**src/rtl/case_select_monitor_pkg.sv**
```systemverilog
// -----------------------------------------------------------------------------
// case_select_pkg
// Shared definitions for the case-select monitor:
//   - decoder flavour encodings carried on the mode input
//   - monitor FSM state encodings
//   - golden decode table for the 2-bit-select / 4-bit-data case decoders
// -----------------------------------------------------------------------------
package case_select_pkg;

    // Decoder flavour (mode input). Value 3 is reserved and behaves as unique.
    localparam logic [1:0] MODE_UNIQUE   = 2'd0;
    localparam logic [1:0] MODE_UNIQUE0  = 2'd1;
    localparam logic [1:0] MODE_PRIORITY = 2'd2;

    // Monitor FSM states
    localparam logic [1:0] ST_IDLE = 2'd0;
    localparam logic [1:0] ST_RUN  = 2'd1;
    localparam logic [1:0] ST_HALT = 2'd2;

    // Reference decode: select 3 is the no-match default and must yield 0.
    function automatic logic [3:0] golden_data(input logic [1:0] sel);
        logic [3:0] g;
        case (sel)
            2'd0:    g = 4'hA;
            2'd1:    g = 4'h6;
            2'd2:    g = 4'h3;
            default: g = 4'h0;
        endcase
        return g;
    endfunction

endpackage

```
**src/rtl/case_mon_sat_counter.sv**
```systemverilog
// -----------------------------------------------------------------------------
// case_mon_sat_counter
// Saturating up-counter with synchronous clear. Holds at all-ones.
// Ports:
//   clk  - rising-edge clock
//   rst  - synchronous active-high reset (zeroes the count)
//   clr  - synchronous clear (zeroes the count, wins over inc)
//   inc  - increment request
//   cnt  - current count
// -----------------------------------------------------------------------------
module case_mon_sat_counter #(
    parameter int W = 8
) (
    input  logic         clk,
    input  logic         rst,
    input  logic         clr,
    input  logic         inc,
    output logic [W-1:0] cnt
);

    always_ff @(posedge clk) begin
        if (rst || clr) begin
            cnt <= '0;
        end else if (inc && (cnt != {W{1'b1}})) begin
            cnt <= cnt + 1'b1;
        end
    end

endmodule

```
**src/rtl/case_select_monitor.sv**
```systemverilog
// -----------------------------------------------------------------------------
// case_select_monitor
// Downstream checker for 2-bit-select / 4-bit-data case decoders (unique,
// unique0, priority). Each valid select/data pair is registered, compared
// against the golden decode table, and no-match selects are classified as
// violations according to the decoder flavour. Saturating match/violation
// counts and sticky flags are kept.
//
// Optional feature (macro CASE_SELECT_MONITOR_HALT_EN): the first violation
// halts the monitor; while halted out_valid is 0, counters freeze and stickies
// hold. Only clear or rst leaves HALT.
//
// Ports:
//   clk, rst        - clock, synchronous active-high reset
//   in_valid        - select/data pair valid this cycle
//   select, data    - decoder select and decoder output
//   mode            - 0 unique, 1 unique0, 2 priority, 3 reserved (as unique)
//   clear           - synchronous clear of counters, stickies and FSM
//   out_valid       - registered in_valid
//   out_data        - registered data
//   violation       - one-cycle pulse aligned with out_valid
//   mismatch        - one-cycle pulse aligned with out_valid
//   viol_sticky     - set by any counted violation
//   mism_sticky     - set by any counted mismatch
//   match_cnt       - saturating count of pairs matching golden
//   viol_cnt        - saturating count of violations
// -----------------------------------------------------------------------------
module case_select_monitor
    import case_select_pkg::*;
#(
    parameter int CNT_W = 8
) (
    input  logic             clk,
    input  logic             rst,
    input  logic             in_valid,
    input  logic [1:0]       select,
    input  logic [3:0]       data,
    input  logic [1:0]       mode,
    input  logic             clear,
    output logic             out_valid,
    output logic [3:0]       out_data,
    output logic             violation,
    output logic             mismatch,
    output logic             viol_sticky,
    output logic             mism_sticky,
    output logic [CNT_W-1:0] match_cnt,
    output logic [CNT_W-1:0] viol_cnt
);

    logic [1:0] state_q;
    logic [1:0] state_d;
    logic       accept;
    logic       viol_c;
    logic       mism_c;
    logic       count_en;

    logic       vld_p1;
    logic [3:0] data_p1;
    logic       viol_p1;
    logic       mism_p1;

    // ---- stage p0: classify the incoming pair ----
    // Under unique0 a no-match select is legal; every other flavour flags it.
    assign viol_c = (select == 2'd3) && (mode != MODE_UNIQUE0);
    assign mism_c = (data != golden_data(select));

`ifdef CASE_SELECT_MONITOR_HALT_EN
    // A pair arriving with clear is still reported even while halted.
    assign accept = in_valid && ((state_q != ST_HALT) || clear);
`else
    assign accept = in_valid;
`endif

    // clear wins over same-cycle events for counters and stickies.
    assign count_en = accept && !clear;

    always_comb begin
        state_d = state_q;
        if (clear) begin
            state_d = ST_IDLE;
        end else begin
            case (state_q)
                ST_IDLE: begin
                    if (in_valid) begin
                        state_d = ST_RUN;
`ifdef CASE_SELECT_MONITOR_HALT_EN
                        if (viol_c) state_d = ST_HALT;
`endif
                    end
                end
                ST_RUN: begin
`ifdef CASE_SELECT_MONITOR_HALT_EN
                    if (in_valid && viol_c) state_d = ST_HALT;
`endif
                end
                ST_HALT: begin
`ifdef CASE_SELECT_MONITOR_HALT_EN
                    state_d = ST_HALT;
`else
                    state_d = ST_IDLE;
`endif
                end
                default: state_d = ST_IDLE;
            endcase
        end
    end

    always_ff @(posedge clk) begin
        if (rst) begin
            state_q <= ST_IDLE;
        end else begin
            state_q <= state_d;
        end
    end

    // ---- stage p1: registered outputs ----
    always_ff @(posedge clk) begin
        if (rst) begin
            vld_p1  <= 1'b0;
            data_p1 <= 4'h0;
            viol_p1 <= 1'b0;
            mism_p1 <= 1'b0;
        end else begin
            vld_p1  <= accept;
            data_p1 <= accept ? data : 4'h0;
            viol_p1 <= accept && viol_c;
            mism_p1 <= accept && mism_c;
        end
    end

    always_ff @(posedge clk) begin
        if (rst || clear) begin
            viol_sticky <= 1'b0;
            mism_sticky <= 1'b0;
        end else begin
            if (count_en && viol_c) viol_sticky <= 1'b1;
            if (count_en && mism_c) mism_sticky <= 1'b1;
        end
    end

    case_mon_sat_counter #(.W(CNT_W)) u_match_cnt (
        .clk (clk),
        .rst (rst),
        .clr (clear),
        .inc (count_en && !mism_c),
        .cnt (match_cnt)
    );

    case_mon_sat_counter #(.W(CNT_W)) u_viol_cnt (
        .clk (clk),
        .rst (rst),
        .clr (clear),
        .inc (count_en && viol_c),
        .cnt (viol_cnt)
    );

    assign out_valid = vld_p1;
    assign out_data  = data_p1;
    assign violation = viol_p1;
    assign mismatch  = mism_p1;

endmodule

```
**config.mk**
```make
export PLATFORM = sky130hd
export DESIGN_NAME = case_select_monitor
export DESIGN_NICKNAME = d
export VERILOG_FILES = /design/src/rtl/case_select_monitor_pkg.sv /design/src/rtl/case_mon_sat_counter.sv /design/src/rtl/case_select_monitor.sv
export SDC_FILE = /design/constraint.sdc
export NUM_CORES = 1
export LEC_CHECK = 0
export BUFFER_PORTS_ARGS = -buffer_cell sky130_fd_sc_hd__buf_2
export CORE_MARGIN = 5
export CORE_UTILIZATION = 48
export DETAILED_ROUTE_END_ITERATION = 8
export PLACE_DENSITY = 0.77
export REMOVE_ABC_BUFFERS = 1
export SLEW_MARGIN = 20
export SYNTH_ARGS = -nofsm -noshare
export SYNTH_HDL_FRONTEND = slang
export SYNTH_SLANG_ARGS = --single-unit
```
**constraint.sdc**
```tcl
create_clock -name clk -period 2.3 [get_ports clk]
set_input_delay 0.46 -clock clk [delete_from_list [all_inputs] [get_ports clk]]
set_output_delay 0.46 -clock clk [all_outputs]
set_load 0.01 [all_outputs]
```
======== Yosys cells after proc, flatten, opt, wreduce, memory -nomap -nowiden ========
Cells that the tools add are included.
word-level totals
  bits in registers ....................... 25
  input bits .............................. 12
  output and inout port bits .............. 25
cells by class
  add/subtract/negate cells ............... 2
  equality and inequality tests ........... 7
  mux-type cells .......................... 1
  bitwise logic cells ..................... 1
  reductions and logical operators ........ 14
operators with widths
  kind                   number
  $add A8 B1 Y8 const B  2
  $ne A8 B8 Y1 const B   2
  $pmux W4 S3            1
  $logic_and A1 B1 Y1    9
  $eq A2 B2 Y1 const B   2
  $ne A4 B4 Y1           1
  $eq A2 B1 Y1 const B   1
  $logic_not A1 Y1       2
  $logic_not A2 Y1       1
  $ne A2 B1 Y1 const B   1
  $reduce_or A2 Y1       1
  $logic_or A1 B1 Y1     1
  $not A1 Y1             1

======== Depth between registers and ports, before layout ========
Gate-level depths: netlist (run 1).
  word-level depth ........................ 6
  mapped depth ............................ 6
  gate-level depth less buffers ........... 6

======== Modules after synthesis ========
Synthesis (run 1) repeated with hierarchy kept, for this count alone.
second synthesis, totals
  cells, all modules ...................... 130
  area, all modules ....................... 1182.4 um^2
modules (own cells, without submodules)
  module                times used  cells each  area an instance (um^2)
  case_mon_sat_counter  2           48          421.7
  case_select_monitor   1           34          339.1

======== Worst setup path before layout (run 1) ========
OpenSTA, ideal clock, no wires.
  kind .................................... input port to flip-flop
  from .................................... in select[0]
  to ...................................... reg u_match_cnt.cnt[5]
  setup time .............................. 0.071 ns
  data arrival time ....................... 1.971 ns
  path slack .............................. 0.258 ns
  cell stages on the path ................. 5
  path through ............................ or3b_1 > a2111oi_2 > a31oi_2 > or4_1 > a21oi_1
on the way
  longest elaborated chain between the ends .. 6
  elaborated cells on any way between the ends .. 8
  those cells by class .................... eq/ne: 3; mux: 1; reduce/logical: 4
RTL lines
  element                                     RTL line                       text
  start: declaration                          case_select_monitor.sv:36      input logic [1:0] select,
  $eq A2 B2 Y1, or another cell as far along  case_select_monitor_pkg.sv:23  case (sel)
  $pmux W4 S3 (*)                             case_select_monitor_pkg.sv:23
  $ne A4 B4 Y1 (*)                            case_select_monitor.sv:65      assign mism_c = (data != golden_data(select));
  $logic_not A1 Y1 (*)                        case_select_monitor.sv:145     .inc (count_en && !mism_c),
  $logic_and A1 B1 Y1 (*)                     case_select_monitor.sv:145
  $logic_and A1 B1 Y1 (*)                     case_mon_sat_counter.sv:24     end else if (inc && (cnt != {W{1'b1}})) begin
  end signal: assignment                      case_mon_sat_counter.sv:25     cnt <= cnt + 1'b1;
  end: declaration                            case_mon_sat_counter.sv:18     output logic [W-1:0] cnt
Mark *: on every way between the ends. The rest lies on a longest branch, timed or not.
A chain may end at the register's enable or synchronous reset.

======== Worst setup path after layout (run 1) ========
Ends and elaborated chain as after synthesis.

==> reports/results.tsv, run 1 <==
metric	value	unit
CP max FO	16	
Synth Instances	123	
Worst-path clk slew	0.13	ns
Area Overhead vs Synth	22.9	%
NetSw	0.161	mW
total track usage	15.4	%
vias per cell	5.45	
root buffer cell	clkbuf_4	
Die Footprint	3360	µm²
grt ovf	0	
Switching Share	23.3	%
Post-CTS Setup Bufs	0	
PwrDens	509	nW/µm²
Pins Over Slew Limit	0	
Hold Fails Final Rpt	0	
Syn Area/Cell	8.97	µm²
ANT cells	0	
Reg power frac	63.8	%
Compound-Gate Fraction of Synth Area	13.2	%
post-route ant nets	0	
Clock Skew	0.00194	ns
data required time at the worst endpoint	2.55	ns
status	completed	
logic gate share of total power	8.2	%
post-route minimum period	2.04	ns
CTS buffer count	3	
chip width	58.0	µm
Placed Cells	187	
fmax	490	MHz
Post-Synth Adder-Cell Area	2.27	%
global-route wire length before repair	4150	µm
xor/xnor share of the synthesized area	4.76	%
Synth cell types	35	
post-CTS sizing	0	
setup_tns	0	ns
crit-path max cell delay	0.57	ns
layout cells sized above 1	28.8	%
CP delay by family, top	simple AND/OR/NAND/NOR gates	
I/O Buffers	36	
CP Cell Sequence	buf_2 > or3b_1 > a2111oi_2 > a31oi_2 > or4_1 > a21oi_1	
CTS tree	built	
DRC Markers	0	
DP HPWL	1930	µm
Seq/Total Area, Yosys	45.4	%
fill cell count	203	
Int Pwr	0.530	mW
Synth Area in Simple Gates	31.5	%
Seq cells post-synth	25	
Tot Pwr	0.691	mW
WP data arrival	2.29	ns
via count	1040	
Worst Setup Path Type	input pin to flip-flop	
worst hold path class	input pin to flip-flop	
H-Tree Depth	1	
Site Rows	17	
P_leak	0.558	nW
die height	58.0	µm
Worst setup EP type	flip-flop	
Clock Sinks	25	
Worst-Skew Late Latency	0.31	ns
Slew HR	58.4	%
TritonRoute pass-1 iters	4	
RSZ-0062 raised after global routing	no	
number of DRC markers in iteration 0	31	
Startpoint Class	input pin	
mux contribution to synthesized area	0.907	%
Detailed Route WL	2520	µm
setup violators final	0	
final period utilization	88.8	%
Buf/Inv on CP	1	
Top-Level Pins	37	
Initial Util	49.9	%
core region area	2210	µm²
commonest non-fill, non-tap cells in the layout	36 x buf_2, 25 x dfxtp_1, 11 x nor2_1, 9 x nand3_1	
Clk network pwr share	28.0	%
Final GP Congestion	0.768	
largest net degree at the start of global routing	20	
leading cell type in the layout, fill and taps excluded	buf_2	
antenna violations before repair	0	
Max Cap Viol	0	
total number of yosys warnings	0	
clk buf depth	2	
vias in the first global route	986	
hold buffer count at cts	0	
Nets	178	
Synth Cell Area	1100	µm²
Max VDD drop	0.402	mV
Worst path slowest cell	or4_1	
Layout Cells excl Fill	191	
WL/cell	13.2	µm
main combinational cell family by area after synthesis	simple AND/OR/NAND/NOR gates	
Worst-Margin Slew	0.623	ns
## power by group through the flow
stage / Combinational (mW) / Clock (mW) / Sequential (mW)
floorplan: 0.0237 / 0 / 0.454
global placement: 0.0541 / 0 / 0.450
detailed placement: 0.0566 / 0 / 0.451
CTS: 0.0568 / 0.202 / 0.441
global route: 0.0619 / 0.221 / 0.442
finish: 0.0564 / 0.193 / 0.441
## area by class of cell
class	count	area [µm²]	area share, %
Tap cell	28	35.0	2.58
Sequential cell	25	500	36.9
Clock buffer	4	26.3	1.94
Timing Repair Buffer	39	203	14.9
Inverter	3	11.3	0.830
Multi-Input combinational cell	92	581	42.8
## worst paths after layout
check                           slack [ns]                            start  depth (start not counted)                               to
worst max-delay path                  0.26                        select[0]                          6  u_match_cnt.cnt[5]$_SDFFE_PP0P_
worst min-delay path                  0.38                              rst                          2             out_valid$_SDFF_PP0_
worst max register to register        0.47  u_match_cnt.cnt[0]$_SDFFE_PP0P_                          6  u_match_cnt.cnt[5]$_SDFFE_PP0P_
worst min register to register        0.49         viol_sticky$_SDFFE_PP0P_                          2         viol_sticky$_SDFFE_PP0P_
## metrics by stage
| stage | setup WS [ns] | hold slack (ns) | utilization, % | area (µm²) |
|---|---|---|---|---|
| after floorplan | 0.174 | 0.504 | - | 1090 |
| after CTS | 0.271 | 0.366 | 61.3 | 1360 |
| after global routing | 0.144 | 0.369 | 61.3 | 1360 |
| final | 0.257 | 0.379 | 61.3 | 1360 |
| after global placement | 0.0197 | 0.447 | 60.1 | 1330 |
| after detailed placement | -0.0712 | 0.459 | 60.1 | 1330 |
## state kept, by name, indices dropped and copies added (netlist names)
| signal | cells |
|---|---|
| out_valid | 1 |
| out_data | 4 |
| u_match_cnt.cnt | 8 |
| mism_sticky | 1 |
| violation | 1 |
| viol_sticky | 1 |
| mismatch | 1 |
| u_viol_cnt.cnt | 8 |
## layer usage
layer | global-route usage, % | vias up | routed length, µm | share of wire (%)
met5 | 0 | - | 0 | 0
met4 | 6.29 | 0 | 23 | 0.91
met3 | 2.67 | 2 | 110 | 4.4
met2 | 26.6 | 24 | 1280 | 51
met1 | 18.9 | 483 | 1100 | 44
li1 | - | 531 | - | -
## cell usage after synthesis (all sizes together)
cell      n  area share [%]
nand2b    2             1.1
or4       4             2.7
nand4     3             1.7
o31ai     4             2.7
a211oi    1            0.68
nor4      3             1.7
nand3     9             4.1
inv       3             1.0
a2111oi   1             1.4
a311oi    1            0.79
or2       2             1.1
o22ai     1            0.57
or3       2             1.1
xnor2     1            0.79
ha        2             2.3
and3      3             1.7
o31a      1            0.79
a21oi     7             3.2
nor2     11             3.7
a31oi     2             1.7
nor3b     1            0.68
mux2i     1            0.91
nor3      1            0.45
or3b      2             1.6
o21ai     3             1.4
dfxtp    25              45
nand3b    1            0.68
clkbuf    3             1.0
nand2     7             2.4
nor2b     3             1.7
and2      6             3.4
nand4b    2             1.6
xor2      5             4.0
## worst reg2reg max path: cells and delay by family (launching register included)
family | cells | cell delay (ns)
simple gates | 4 | 0.96
flops | 1 | 0.40
fa+ha+maj | 1 | 0.25
compound gates | 1 | 0.15
## cell families (layout without fill, tap and decap cells)
logic type      count (synthesis)  count (layout)
simple gates                   62              62
flops                          25              25
compound gates                 21              21
xor+xnor                        6               6
buf+inv                         6              46
fa+ha+maj                       2               2
mux                             1               1
(Power assumes the default switching activity.)
==> run 2, diff against run 1 <==
--- a/config.mk
+++ b/config.mk
@@ -9,7 +9,7 @@
 export CORE_MARGIN = 5
 export CORE_UTILIZATION = 48
 export DETAILED_ROUTE_END_ITERATION = 8
-export PLACE_DENSITY = 0.77
+export PLACE_DENSITY = 0.87
 export REMOVE_ABC_BUFFERS = 1
 export SLEW_MARGIN = 20
 export SYNTH_ARGS = -nofsm -noshare
==> reports/results.tsv, run 2 (synthesis results as in run 1) <==
metric	value	unit
fin worst setup slack	0.236	ns
post-CTS sizing	0	
Worst Setup Path Type	input pin to flip-flop	
antenna violations before repair	0	
Min-Delay Startpoint	rst	
Max VDD drop	0.392	mV
logic gate share of total power	8.2	%
CP max FO	16	
TritonRoute pass-1 iters	4	
Switching Share	23.8	%
worst hold path class	input pin to flip-flop	
Worst setup EP type	flip-flop	
CTS buffer count	3	
Area Overhead vs Synth	23.0	%
H-Tree Depth	1	
core region area	2210	µm²
Top-Level Pins	37	
Post-CTS Setup Bufs	0	
Clock Sinks	25	
final period utilization	89.7	%
Startpoint Class	input pin	
NetSw	0.165	mW
Worst path slowest cell	or4_1	
dpl cell area	1330	µm²
Hold Path End	out_valid$_SDFF_PP0_	
Critical R2R Capture	u_match_cnt.cnt[5]$_SDFFE_PP0P_	
Clk network pwr share	28.0	%
CP delay by family, top	simple AND/OR/NAND/NOR gates	
CTS tree	built	
root buffer cell	clkbuf_4	
fmax	485	MHz
Max Cap Viol	0	
post-route cell area	1360	µm²
setup_tns	0	ns
vias in the first global route	1008	
layout cells sized above 1	29.4	%
DRC Markers	0	
post-route ant nets	0	
Nets	178	
Detailed Route WL	2650	µm
Reg power frac	63.8	%
global-route wire length before repair	4380	µm
number of DRC markers in iteration 0	16	
Die Footprint	3360	µm²
I/O Buffers	36	
crit path launch	select[0]	
Hold Fails Final Rpt	0	
Worst-Skew Late Latency	0.31	ns
Core Util, Final	61.4	%
crit-path max cell delay	0.59	ns
Hold Path Depth	2	
Int Pwr	0.527	mW
die height	58.0	µm
hold buffer count at cts	0	
setup violators final	0	
reg2reg setup slack	0.43	ns
Reg2Reg Depth	6	
via count	1055	
Buf/Inv on CP	1	
Worst-Margin Slew	0.660	ns
Slew HR	55.8	%
CP Cell Sequence	buf_2 > or3b_1 > a2111oi_2 > a31oi_2 > or4_1 > a21oi_1	
Worst-path clk slew	0.14	ns
Clock Skew	0.00425	ns
Final GP Congestion	0.821	
post-route minimum period	2.06	ns
P_leak	0.561	nW
WL/cell	13.9	µm
RSZ-0062 raised after global routing	no	
DP HPWL	2030	µm
vias per cell	5.52	
status	completed	
data required time at the worst endpoint	2.56	ns
Place WS	-0.0942	ns
Initial Util	49.9	%
Site Rows	17	
clk buf depth	2	
chip width	58.0	µm
ANT cells	0	
PwrDens	510	nW/µm²
WP data arrival	2.32	ns
Pins Over Slew Limit	0	
grt ovf	0	
leading cell type in the layout, fill and taps excluded	buf_2	
total track usage	16.2	%
RR Startpoint	u_match_cnt.cnt[0]$_SDFFE_PP0P_	
commonest non-fill, non-tap cells in the layout	36 x buf_2, 25 x dfxtp_1, 11 x nor2_1, 9 x nand3_1	
largest net degree at the start of global routing	20	
run 2: changes by cell type in the layout (fill, tap and decap cells not counted):
cell | previous run | this run
clkinv_2 | 0 | 1
clkbuf_1 | 1 | 0
run 2: worst reg2reg max path, stage by stage, from the launching register on:
cell and delay [ns]:
dfxtp_1 0.41, ha_1 0.27, and3_1 0.19, nand3_1 0.10, nand2_1 0.20, or4_1 0.51
a21oi_1 0.14
run 2: power groups by stage:
stage          clock (mW)  sequential (mW)  combinational (mW)
2_1_floorplan           0            0.454              0.0237
5_1_grt             0.227            0.442              0.0619
4_1_cts             0.201            0.441              0.0568
6_report            0.194            0.441              0.0566
3_3_place_gp            0            0.451              0.0535
3_5_place_dp            0            0.451              0.0565
run 2: final cells by class:
cell class              count  area [µm²]
fillers                   192         855
multi-input cells          92         581
flip-flops and latches     25         500
repair buffers             39         203
well taps                  28        35.0
clock buffers               3        22.5
inverters                   3        11.3
clock inverters             1        5.00
run 2: metal layers:
layer,wire (µm),up-vias,GRT usage [%]
met5,0,-,0
met4,40,0,8.61
met3,99,6,3.12
met2,1340,24,26.8
met1,1170,496,19.9
li1,-,529,-
run 2: metrics by stage:
stage                     total power, mW  cells  hold slack [ns]
final                               0.692    191            0.372
after global routing                0.731    191            0.346
after CTS                           0.700    191            0.358
after detailed placement            0.507    187            0.455
after global placement              0.504    187            0.447
after floorplan                     0.478    120            0.504
run 2: how the worst max path moves through the flow:
stage	end	slack (ns)	cells after the start
global placement	u_match_cnt.cnt[5]$_SDFFE_PP0P_	0.02	6
finish	u_match_cnt.cnt[4]$_SDFFE_PP0P_	0.24	6
global route	u_match_cnt.cnt[4]$_SDFFE_PP0P_	0.12	6
floorplan	u_match_cnt.cnt[5]$_SDFFE_PP0P_	0.17	5
CTS	u_match_cnt.cnt[4]$_SDFFE_PP0P_	0.24	6
detailed placement	u_match_cnt.cnt[4]$_SDFFE_PP0P_	-0.09	6
